`src/rtl/serial_adder.sv`:
```
// ---------------------------------------------------------------------------
// serial_adder
//
// Multi-cycle adder/subtractor that processes its operands CHUNK bits per
// clock, least-significant chunk first, rippling the carry between cycles
// through a single stored carry bit.  A full operation occupies the RUN state
// for exactly NCH = WIDTH/CHUNK cycles, followed by a single DONE cycle.
//
// Parameters
//   WIDTH     operand / result width in bits (>= 2)
//   CHUNK     bits added per clock; WIDTH must be a multiple of CHUNK
//
// Ports
//   clk       sole clock, all state updates on the rising edge
//   rst       synchronous active-high reset (priority over start)
//   start     begin an operation; accepted in IDLE or DONE, ignored in RUN
//   a, b      operands, captured when start is accepted
//   cin       carry-in for add mode, captured with the operands
//   sub       0: a + b + cin, 1: a - b (computed as a + ~b + 1, cin ignored)
//   busy      high while the FSM is in RUN
//   done      one-cycle pulse (state DONE) marking the result valid
//   sum       result, low WIDTH bits; partial bits may appear during RUN
//   cout      carry out of bit WIDTH-1 (subtract: 1 means no borrow)
//   overflow  two's-complement signed overflow of the operation
//   zero      high when the final sum is zero
// ---------------------------------------------------------------------------
module serial_adder #(
    parameter int WIDTH = 8,
    parameter int CHUNK = 1
) (
    input  logic             clk,
    input  logic             rst,
    input  logic             start,
    input  logic [WIDTH-1:0] a,
    input  logic [WIDTH-1:0] b,
    input  logic             cin,
    input  logic             sub,
    output logic             busy,
    output logic             done,
    output logic [WIDTH-1:0] sum,
    output logic             cout,
    output logic             overflow,
    output logic             zero
);

    localparam int NCH = WIDTH / CHUNK;
    // Chunk counter width; a single-chunk configuration still needs one bit.
    localparam int KW  = (NCH > 1) ? $clog2(NCH) : 1;

    typedef enum logic [1:0] {
        IDLE = 2'd0,
        RUN  = 2'd1,
        DONE = 2'd2
    } state_t;

    state_t           state_reg, state_next;

    logic [WIDTH-1:0] a_reg;
    logic [WIDTH-1:0] b_reg;       // already inverted for subtraction
    logic [WIDTH-1:0] sum_reg;
    logic [WIDTH-1:0] sum_next;
    logic             carry_reg;
    logic [KW-1:0]    k_reg;
    logic             cout_reg;
    logic             overflow_reg;
    logic             zero_reg;

    logic             accept;
    logic             last_chunk;

    logic [CHUNK-1:0] a_chunk;
    logic [CHUNK-1:0] b_chunk;
    logic [CHUNK-1:0] s_chunk;
    logic [CHUNK:0]   c;           // c[i] = carry into bit i of the chunk

    // -----------------------------------------------------------------------
    // Control decode
    // -----------------------------------------------------------------------
    assign accept     = start && (state_reg != RUN);
    assign last_chunk = (state_reg == RUN) && (k_reg == KW'(NCH - 1));

    // -----------------------------------------------------------------------
    // FSM: state register
    // -----------------------------------------------------------------------
    always_ff @(posedge clk) begin
        if (rst) begin
            state_reg <= IDLE;
        end else begin
            state_reg <= state_next;
        end
    end

    // -----------------------------------------------------------------------
    // FSM: next-state logic
    // -----------------------------------------------------------------------
    always_comb begin
        state_next = state_reg;
        case (state_reg)
            IDLE: begin
                if (start) begin
                    state_next = RUN;
                end
            end
            RUN: begin
                if (last_chunk) begin
                    state_next = DONE;
                end
            end
            DONE: begin
                // Back-to-back start skips IDLE entirely.
                state_next = start ? RUN : IDLE;
            end
            default: begin
                state_next = IDLE;
            end
        endcase
    end

    // -----------------------------------------------------------------------
    // Select the current chunk of each latched operand
    // -----------------------------------------------------------------------
    always_comb begin
        a_chunk = '0;
        b_chunk = '0;
        for (int i = 0; i < NCH; i++) begin
            if (k_reg == KW'(i)) begin
                a_chunk = a_reg[i*CHUNK +: CHUNK];
                b_chunk = b_reg[i*CHUNK +: CHUNK];
            end
        end
    end

    // -----------------------------------------------------------------------
    // CHUNK-bit ripple adder seeded by the stored carry.  The carry into the
    // chunk's top bit is kept so the signed overflow of the final chunk can
    // be formed as carry-in XOR carry-out of bit WIDTH-1.
    // -----------------------------------------------------------------------
    assign c[0] = carry_reg;

    generate
        for (genvar gi = 0; gi < CHUNK; gi++) begin : g_bit
            assign s_chunk[gi] = a_chunk[gi] ^ b_chunk[gi] ^ c[gi];
            assign c[gi+1]     = (a_chunk[gi] & b_chunk[gi])
                               | (c[gi] & (a_chunk[gi] ^ b_chunk[gi]));
        end
    endgenerate

    // -----------------------------------------------------------------------
    // Merge the chunk result into its slot of the running sum
    // -----------------------------------------------------------------------
    always_comb begin
        sum_next = sum_reg;
        for (int i = 0; i < NCH; i++) begin
            if (k_reg == KW'(i)) begin
                sum_next[i*CHUNK +: CHUNK] = s_chunk;
            end
        end
    end

    // -----------------------------------------------------------------------
    // Datapath registers
    // -----------------------------------------------------------------------
    always_ff @(posedge clk) begin
        if (rst) begin
            a_reg        <= '0;
            b_reg        <= '0;
            sum_reg      <= '0;
            carry_reg    <= 1'b0;
            k_reg        <= '0;
            cout_reg     <= 1'b0;
            overflow_reg <= 1'b0;
            zero_reg     <= 1'b0;
        end else if (accept) begin
            // Subtraction is a + ~b + 1: invert b once here and seed carry.
            a_reg     <= a;
            b_reg     <= sub ? ~b : b;
            carry_reg <= sub ? 1'b1 : cin;
            k_reg     <= '0;
            sum_reg   <= '0;
        end else if (state_reg == RUN) begin
            sum_reg   <= sum_next;
            carry_reg <= c[CHUNK];
            if (last_chunk) begin
                k_reg        <= '0;
                // Flags change only here so they hold through DONE/IDLE and
                // keep their old values while a new operation is running.
                cout_reg     <= c[CHUNK];
                overflow_reg <= c[CHUNK] ^ c[CHUNK-1];
                zero_reg     <= (sum_next == '0);
            end else begin
                k_reg <= k_reg + KW'(1);
            end
        end
    end

    // -----------------------------------------------------------------------
    // Outputs
    // -----------------------------------------------------------------------
    assign busy     = (state_reg == RUN);
    assign done     = (state_reg == DONE);
    assign sum      = sum_reg;
    assign cout     = cout_reg;
    assign overflow = overflow_reg;
    assign zero     = zero_reg;

endmodule

```
`config.mk`:
```
export PLATFORM = sky130hd
export DESIGN_NAME = serial_adder
export DESIGN_NICKNAME = d
export VERILOG_FILES = /design/src/rtl/serial_adder.sv
export SDC_FILE = /design/constraint.sdc
export NUM_CORES = 1
export LEC_CHECK = 0
export CAP_MARGIN = 25
export CORE_MARGIN = 2
export CORE_UTILIZATION = 32
export CTS_BUF_LIST = sky130_fd_sc_hd__clkbuf_8
export DETAILED_ROUTE_END_ITERATION = 8
export GPL_TIMING_DRIVEN = 0
export PLACE_DENSITY = 0.61
export SYNTH_ARGS = -nofsm -noshare
export SYNTH_HDL_FRONTEND = slang
export SYNTH_SLANG_ARGS = --single-unit
```
`constraint.sdc`:
```
create_clock -name clk -period 3 [get_ports clk]
set_input_delay 0.3 -clock clk [delete_from_list [all_inputs] [get_ports clk]]
set_output_delay 0.3 -clock clk [all_outputs]
set_load 0.03 [all_outputs]
```
==> results of run 1 <==
-- where the power goes --
part / leakage, nW / internal, W / switching, W
clock network: 0.0519 / 0.000154 / 0.000153
registers: 0.271 / 0.000460 / 0.0000150
logic: 0.478 / 0.000108 / 0.000112
-- cells in the mapped netlist (all sizes together) (2+ instances only) --
cell type | n | area [sq um]
o21ai | 10 | 53.8
dfxtp | 33 | 661
nor2 | 26 | 97.6
a211oi | 12 | 95.1
inv | 11 | 41.3
a311oi | 7 | 61.3
buf | 6 | 45.0
xnor2 | 9 | 78.8
nand2 | 25 | 93.8
nand3b | 2 | 15.0
ha | 6 | 75.1
a21oi | 24 | 120
a22oi | 2 | 15.0
clkbuf | 10 | 67.6
nand2b | 6 | 37.5
a2bb2oi | 2 | 17.5
-- what timing repair did --
item                                    4_1_cts  5_1_grt
gates resized for setup                       3       11
endpoints found under the setup margin        1        1
buffers inserted                              0        2
hold buffers                                  0        0
hold endpoints to repair                      0        0
pin swaps                                     0        1
-- layout make-up --
type / count / area share
Multi-Input combinational cell: 149 / 0.413
Sequential cell: 33 / 0.293
Clock buffer: 5 / 0.0304
Tap cell: 70 / 0.0387
Clock inverter: 3 / 0.00497
Timing Repair Buffer: 34 / 0.148
Inverter: 11 / 0.0182
Buffer: 16 / 0.0536
-- critical path, delay by kind of cell (launching register included) --
| kind | cells | cell delay [ns] |
|---|---|---|
| fa+ha+maj | 2 | 0.81 |
| simple gates | 2 | 0.65 |
| compound gates | 4 | 0.56 |
| buf+inv | 3 | 0.40 |
| flops | 1 | 0.38 |
-- routing by layer --
metal | vias up | GRT usage
met2 | 51 | 0.217
met4 | 0 | 0.0607
met1 | 708 | 0.207
li1 | 808 | -
met3 | 9 | 0.0372
met5 | - | 0
-- metrics by stage --
stage,cells,total power [W],area (sq um)
2_1_floorplan,209,0.000613,1730
3_3_place_gp,311,0.000678,2140
3_5_place_dp,311,0.000681,2140
4_1_cts,319,0.000989,2220
5_1_grt,321,0.00106,2260
6_report,321,0.00100,2260
-- worst paths after layout --
path,startpoint,to,slack (ns),depth (start not counted)
hold / removal,overflow$_SDFFE_PP0P_,overflow$_SDFFE_PP0P_,0.46,2
hold reg to reg,overflow$_SDFFE_PP0P_,overflow$_SDFFE_PP0P_,0.46,2
setup reg to reg,k_reg[1]$_SDFFE_PP0P_,zero$_SDFFE_PP0P_,0.12,11
setup / recovery,k_reg[1]$_SDFFE_PP0P_,zero$_SDFFE_PP0P_,0.12,11
-- kinds of logic after synthesis --
family,share of synthesized area
adders and majority gates,0.0549
and+or+nand+nor,0.172
DFF,0.382
buffers and inverters,0.0889
xor gates and xnor gates,0.0455
AOI/OAI and AO/OA,0.251
muxes,0.00578
==> metrics.md, run 1 <==
| Metric | Value |
|---|---|
| Slowest cell delay on critical path | `0.58 ns` |
| Seq cells post-synth | `33` |
| # diodes | `0` |
| Ys flop type | `dfxtp_1` |
| Die area | `0.00602 sq mm` |
| Mean Syn Cell Area | `8.29 sq um` |
| Starting Density | `0.335` |
| Synth unique cells | `39` |
| Routability cong. | `0.801` |
| Drt first pass iters | `4` |
| H-Tree Depth | `2` |
| Number of synthesized flops with an enable pin | `0` |
| Max Cap Viol | `0` |
| ANT nets after route | `0` |
| Layout area overhead | `30.8%` |
| Root Buffer | `clkbuf_8` |
| Register Area | `664 sq um` |
| Min Tclk post-route | `2.88 ns` |
| Final Cycle Share | `0.959` |
| Die Ht | `77.6 um` |
| Die width | `77.6 um` |
| Vias post-DR | `1,576` |
| Worst EP required | `3.21 ns` |
| Critical path endpoint category | `register` |
| Dpl hpwl | `3060 um` |
| Leakage | `0.800 nW` |
| Fillcell total | `524` |
| Total clock sinks | `33` |
| Startpoint types | `register` |
| Core ar. | `0.00517 sq mm` |
| WL met1 | `2060 um` |
| Final Hold Vio Count | `0` |
| Remaining global-route overflow | `0` |
| CTS buffer count | `5` |
| WL final | `4280 um` |
| CP Max Fanout | `10` |
| Final setup viols | `0` |
| Vias in the first global route | `1,393` |
| IO Pins | `34` |
| Initial DRC count | `112` |
| Share of cells above drive strength 1 | `0.112` |
| Final Skew | `0.00603 ns` |
| Register area share after synthesis | `0.382` |
| DRC viols | `0` |
| Top layer in use | `met4` |
| Fin nets | `278` |
| Post-synthesis net count | `237` |
| Clock Latency Late Sink | `0.28 ns` |
| Ys Warns | `0` |
| DR WL met2 | `1890 um` |
| Per-cell routed wire length | `13.3 um` |
| Worst slack, placed | `-0.167 ns` |
| CTS clk-pin slew, worst paths | `0.07 ns` |
| Largest net degree at the start of global routing | `11` |
| Max Slew Vio Count | `0` |
| Asr flop ratio synth | `0` |
| Worst endpoint data arrival time | `3.08 ns` |
| Slowest stage cell, crit path | `fa_1` |
| Input/output buffers | `32` |
| Highest-count cells in the layout ignoring fill and taps | `32 x dfxtp_1, 32 x clkdlybuf4s50_1, 25 x nand2_1, 25 x nor2_1, 24 x a21oi_1` |
| Headroom to the max-slew limit | `0.591` |
| First-pass GRT wire length | `6970 um` |
| CTS tree | `yes` |
| Crit-path cells | `inv_1 > ha_2 > clkbuf_4 > nand3b_1 > a21oi_1 > o31ai_2 > fa_1 > buf_8 > o21ai_0 > or4_4 > a211oi_2` |
| Initial antenna violation count | `0` |
| Area of the multi-input gates | `935 sq um` |
| Status | `completed` |
| Metal3 WL | `245 um` |
| Core Rows | `26` |
| Mapped Cells | `209` |
| TNS Setup | `0 ns` |
| Clock Tree Buf Depth | `2` |
| Worst IR Drop VDD | `0.190 mV` |
| Layout Utilization | `0.438` |
| Setup Crit Path Kind | `register to register` |
| Hold WS | `0.458 ns` |
| Via density | `4.91` |
| Syn Std Cell Area | `0.00173 sq mm` |
| Worst setup margin | `0.124 ns` |
| Tightest Pin Transition | `0.614 ns` |
| Power Density | `442 mW/mm^2` |
| F_max | `348 MHz` |
| Worst Hold Class | `register to register` |
| Total track usage | `0.148` |
Note: power is estimated with default switching activity, not from simulation.
==> run 2, diff against run 1 <==
--- a/config.mk
+++ b/config.mk
@@ -6,12 +6,14 @@
 export NUM_CORES = 1
 export LEC_CHECK = 0
 export CAP_MARGIN = 25
+export CELL_PAD_IN_SITES_DETAIL_PLACEMENT = 1
+export CELL_PAD_IN_SITES_GLOBAL_PLACEMENT = 2
 export CORE_MARGIN = 2
-export CORE_UTILIZATION = 32
+export CORE_UTILIZATION = 31
 export CTS_BUF_LIST = sky130_fd_sc_hd__clkbuf_8
 export DETAILED_ROUTE_END_ITERATION = 8
 export GPL_TIMING_DRIVEN = 0
-export PLACE_DENSITY = 0.61
+export PLACE_DENSITY = 0.88
 export SYNTH_ARGS = -nofsm -noshare
 export SYNTH_HDL_FRONTEND = slang
 export SYNTH_SLANG_ARGS = --single-unit
==> run 2 against run 1 <==
Against the previous run:
- critical endpoint unchanged
- largest power group unchanged
- clock power grew 22%
- sequential power barely moved
- sequential cell count unchanged
- highest routed layer unchanged
- die area is 3.1% higher
- global-route usage rose by 0.87 points
==> metrics.md, run 2 (synthesized netlist as in run 1, its figures left out) <==
| Metric | Value |
|---|---|
| Most common cell after layout, fill and taps aside | `clkdlybuf4s50_1` |
| F_max | `349 MHz (was 348 MHz)` |
| Tightest Pin Transition | `0.603 ns (was 0.614 ns)` |
| Dpl hpwl | `3360 um (was 3060 um)` |
| Layout area overhead | `35.9% (was 30.8%)` |
| Max Cap Viol | `0 (unchanged)` |
| Worst setup margin | `0.136 ns (was 0.124 ns)` |
| Starting Density | `0.318 (was 0.335)` |
| Reg-to-reg endpoint | `zero$_SDFFE_PP0P_ (unchanged)` |
| Initial DRC count | `54 (was 112)` |
| Remaining global-route overflow | `0 (unchanged)` |
| Layout Utilization | `0.433 (was 0.438)` |
| Die area | `0.00620 sq mm (was 0.00602 sq mm)` |
| Worst endpoint data arrival time | `3.07 ns (was 3.08 ns)` |
| Crit path to | `zero$_SDFFE_PP0P_ (unchanged)` |
| Share of cells above drive strength 1 | `0.154 (was 0.112)` |
| Largest net degree at the start of global routing | `11 (unchanged)` |
| Worst EP required | `3.21 ns (about the same)` |
| R2R setup slack | `0.14 ns (was 0.12 ns)` |
| Highest-count cells in the layout ignoring fill and taps | `32 x clkdlybuf4s50_1, 30 x dfxtp_1, 26 x nor2_1 (was 32 x dfxtp_1, 32 x clkdlybuf4s50_1, 25 x nand2_1, 25 x nor2_1, 24 x a21oi_1)` |
| Via density | `4.97 (was 4.91)` |
| Status | `completed (unchanged)` |
| Power Density | `457 mW/mm^2 (was 442 mW/mm^2)` |
| Startpoint types | `register (unchanged)` |
| DRC viols | `0 (unchanged)` |
| Dpl cells | `313 (was 311)` |
| Per-cell routed wire length | `14.5 um (was 13.3 um)` |
| Max Slew Vio Count | `0 (unchanged)` |
| CTS tree | `yes (unchanged)` |
| First-pass GRT wire length | `7530 um (was 6970 um)` |
| R2r worst-path depth | `11 (unchanged)` |
| Input/output buffers | `32 (unchanged)` |
| CTS buffer count | `5 (unchanged)` |
| IO Pins | `34 (unchanged)` |
| Slowest stage cell, crit path | `fa_1 (unchanged)` |
| CP Max Fanout | `10 (unchanged)` |
| CP Launch Point | `k_reg[1]$_SDFFE_PP0P_ (unchanged)` |
| Die width | `78.7 um (was 77.6 um)` |
| Final Hold Vio Count | `0 (unchanged)` |
| Post-CTS Hold Buffers | `0 (unchanged)` |
| Drt first pass iters | `4 (unchanged)` |
| Root Buffer | `clkbuf_8 (unchanged)` |
| Worst IR Drop VDD | `0.213 mV (was 0.190 mV)` |
| Clock Latency Late Sink | `0.29 ns (was 0.28 ns)` |
| Slowest cell delay on critical path | `0.58 ns (about the same)` |
| Cell Count, Final, Fillers Out | `326 (was 321)` |
| Fin nets | `281 (was 278)` |
| Hold path depth | `2 (unchanged)` |
| Hold path startpoint | `a_reg[3]$_SDFFE_PP0P_ (was overflow$_SDFFE_PP0P_)` |
| Core ar. | `0.00544 sq mm (was 0.00517 sq mm)` |
| H-Tree Depth | `2 (unchanged)` |
| RSZ-0062 raised after global routing | `false` |
| Final Cycle Share | `0.955 (was 0.959)` |
| ANT nets after route | `0 (unchanged)` |
| Crit-path cells | `inv_1 > ha_4 > buf_4 > nand3b_1 > a21oi_1 > o31ai_2 > fa_1 > buf_8 > o21ai_0 > or4_4 > a211oi_2 (was inv_1 > ha_2 > clkbuf_4 > nand3b_1 > a21oi_1 > o31ai_2 > fa_1 > buf_8 > o21ai_0 > or4_4 > a211oi_2)` |
| Routability cong. | `0.811 (was 0.801)` |
| Worst R2R Start | `k_reg[1]$_SDFFE_PP0P_ (unchanged)` |
| Vias post-DR | `1,619 (was 1,576)` |
| Clock Tree Buf Depth | `2 (unchanged)` |
| Die Ht | `78.7 um (was 77.6 um)` |
| WL final | `4710 um (was 4280 um)` |
| Min Tclk post-route | `2.86 ns (was 2.88 ns)` |
| Total clock sinks | `33 (unchanged)` |
| CTS clk-pin slew, worst paths | `0.07 ns (about the same)` |
| Core Rows | `27 (was 26)` |
| # diodes | `0 (unchanged)` |
| Headroom to the max-slew limit | `0.598 (was 0.591)` |
| Vias in the first global route | `1,513 (was 1,393)` |
| Leakage | `0.828 nW (was 0.800 nW)` |
| Final Power | `0.00108 W (was 0.00100 W)` |
| Final setup viols | `0 (unchanged)` |
| Worst Hold Class | `register to register (unchanged)` |
| Total track usage | `0.157 (was 0.148)` |
| Critical path endpoint category | `register (unchanged)` |
| Setup Crit Path Kind | `register to register (unchanged)` |
| Worst slack, placed | `-0.214 ns (was -0.167 ns)` |
| Hold WS | `0.460 ns (was 0.458 ns)` |
| Initial antenna violation count | `0 (unchanged)` |
| Final Skew | `0.00880 ns (was 0.00603 ns)` |
-- run 2: cell types whose count changed in the layout (fill, tap and decap cells not counted), moves of 2 or more --
cell	before	now
clkbuf_8	7	9
ha_1	4	2
ha_4	0	3
dfxtp_1	32	30
inv_1	14	10
buf_4	4	7
-- run 2: worst max-delay path, delay by kind of cell, from the launching register on --
family,cells,cell delay [ns]
AND/OR/NAND/NOR,2,0.65
flip-flops,1,0.37
buffers and inverters,3,0.44
adder cells (fa/ha/maj),2,0.79
AO/OA/AOI/OAI,4,0.53
-- run 2: through the flow --
| stage | instance area (sq um) | TNS (ns) |
|---|---|---|
| after floorplan | 1730 | 0 |
| after global placement | 2140 | -0.151 |
| after detailed placement | 2140 | -0.214 |
| after CTS | 2250 | 0 |
| after global routing | 2350 | 0 |
| final | 2350 | 0 |
-- run 2: repair_timing --
action,CTS,global route
setup endpoints to repair,1,1
gates resized for setup,6,18
buffers inserted,0,5
pin swaps,0,2
-- run 2: layout make-up --
class                           count  area (sq um)
Multi-Input combinational cell    149           968
Buffer                             16           125
Clock buffer                        7          96.3
Timing Repair Buffer               37           358
Clock inverter                      1          5.00
Sequential cell                    33           669
Fill cell                         665          3090
Inverter                           11          41.3
Tap cell                           72          90.1
-- run 2: worst min-delay path by stage --
stage                                  to  slack (ns)
floorplan               zero$_SDFFE_PP0P_        0.36
global placement    overflow$_SDFFE_PP0P_        0.45
detailed placement  a_reg[3]$_SDFFE_PP0P_        0.45
CTS                 a_reg[3]$_SDFFE_PP0P_        0.46
global route        a_reg[7]$_SDFFE_PP0P_        0.48
finish              a_reg[3]$_SDFFE_PP0P_        0.46
-- run 2: where the power goes --
group,switching [W],internal (W),total (W)
clock,0.000166,0.000207,0.000374
combinational,0.000115,0.000113,0.000227
sequential,0.0000161,0.000459,0.000476
-- run 2: per-layer routing --
metal | global-route usage | vias to the layer above | routed length (um)
li1 | - | 814 | -
met1 | 0.209 | 761 | 2260
met2 | 0.252 | 37 | 2210
met3 | 0.0284 | 7 | 165
met4 | 0.0614 | 0 | 77
met5 | 0 | - | 0
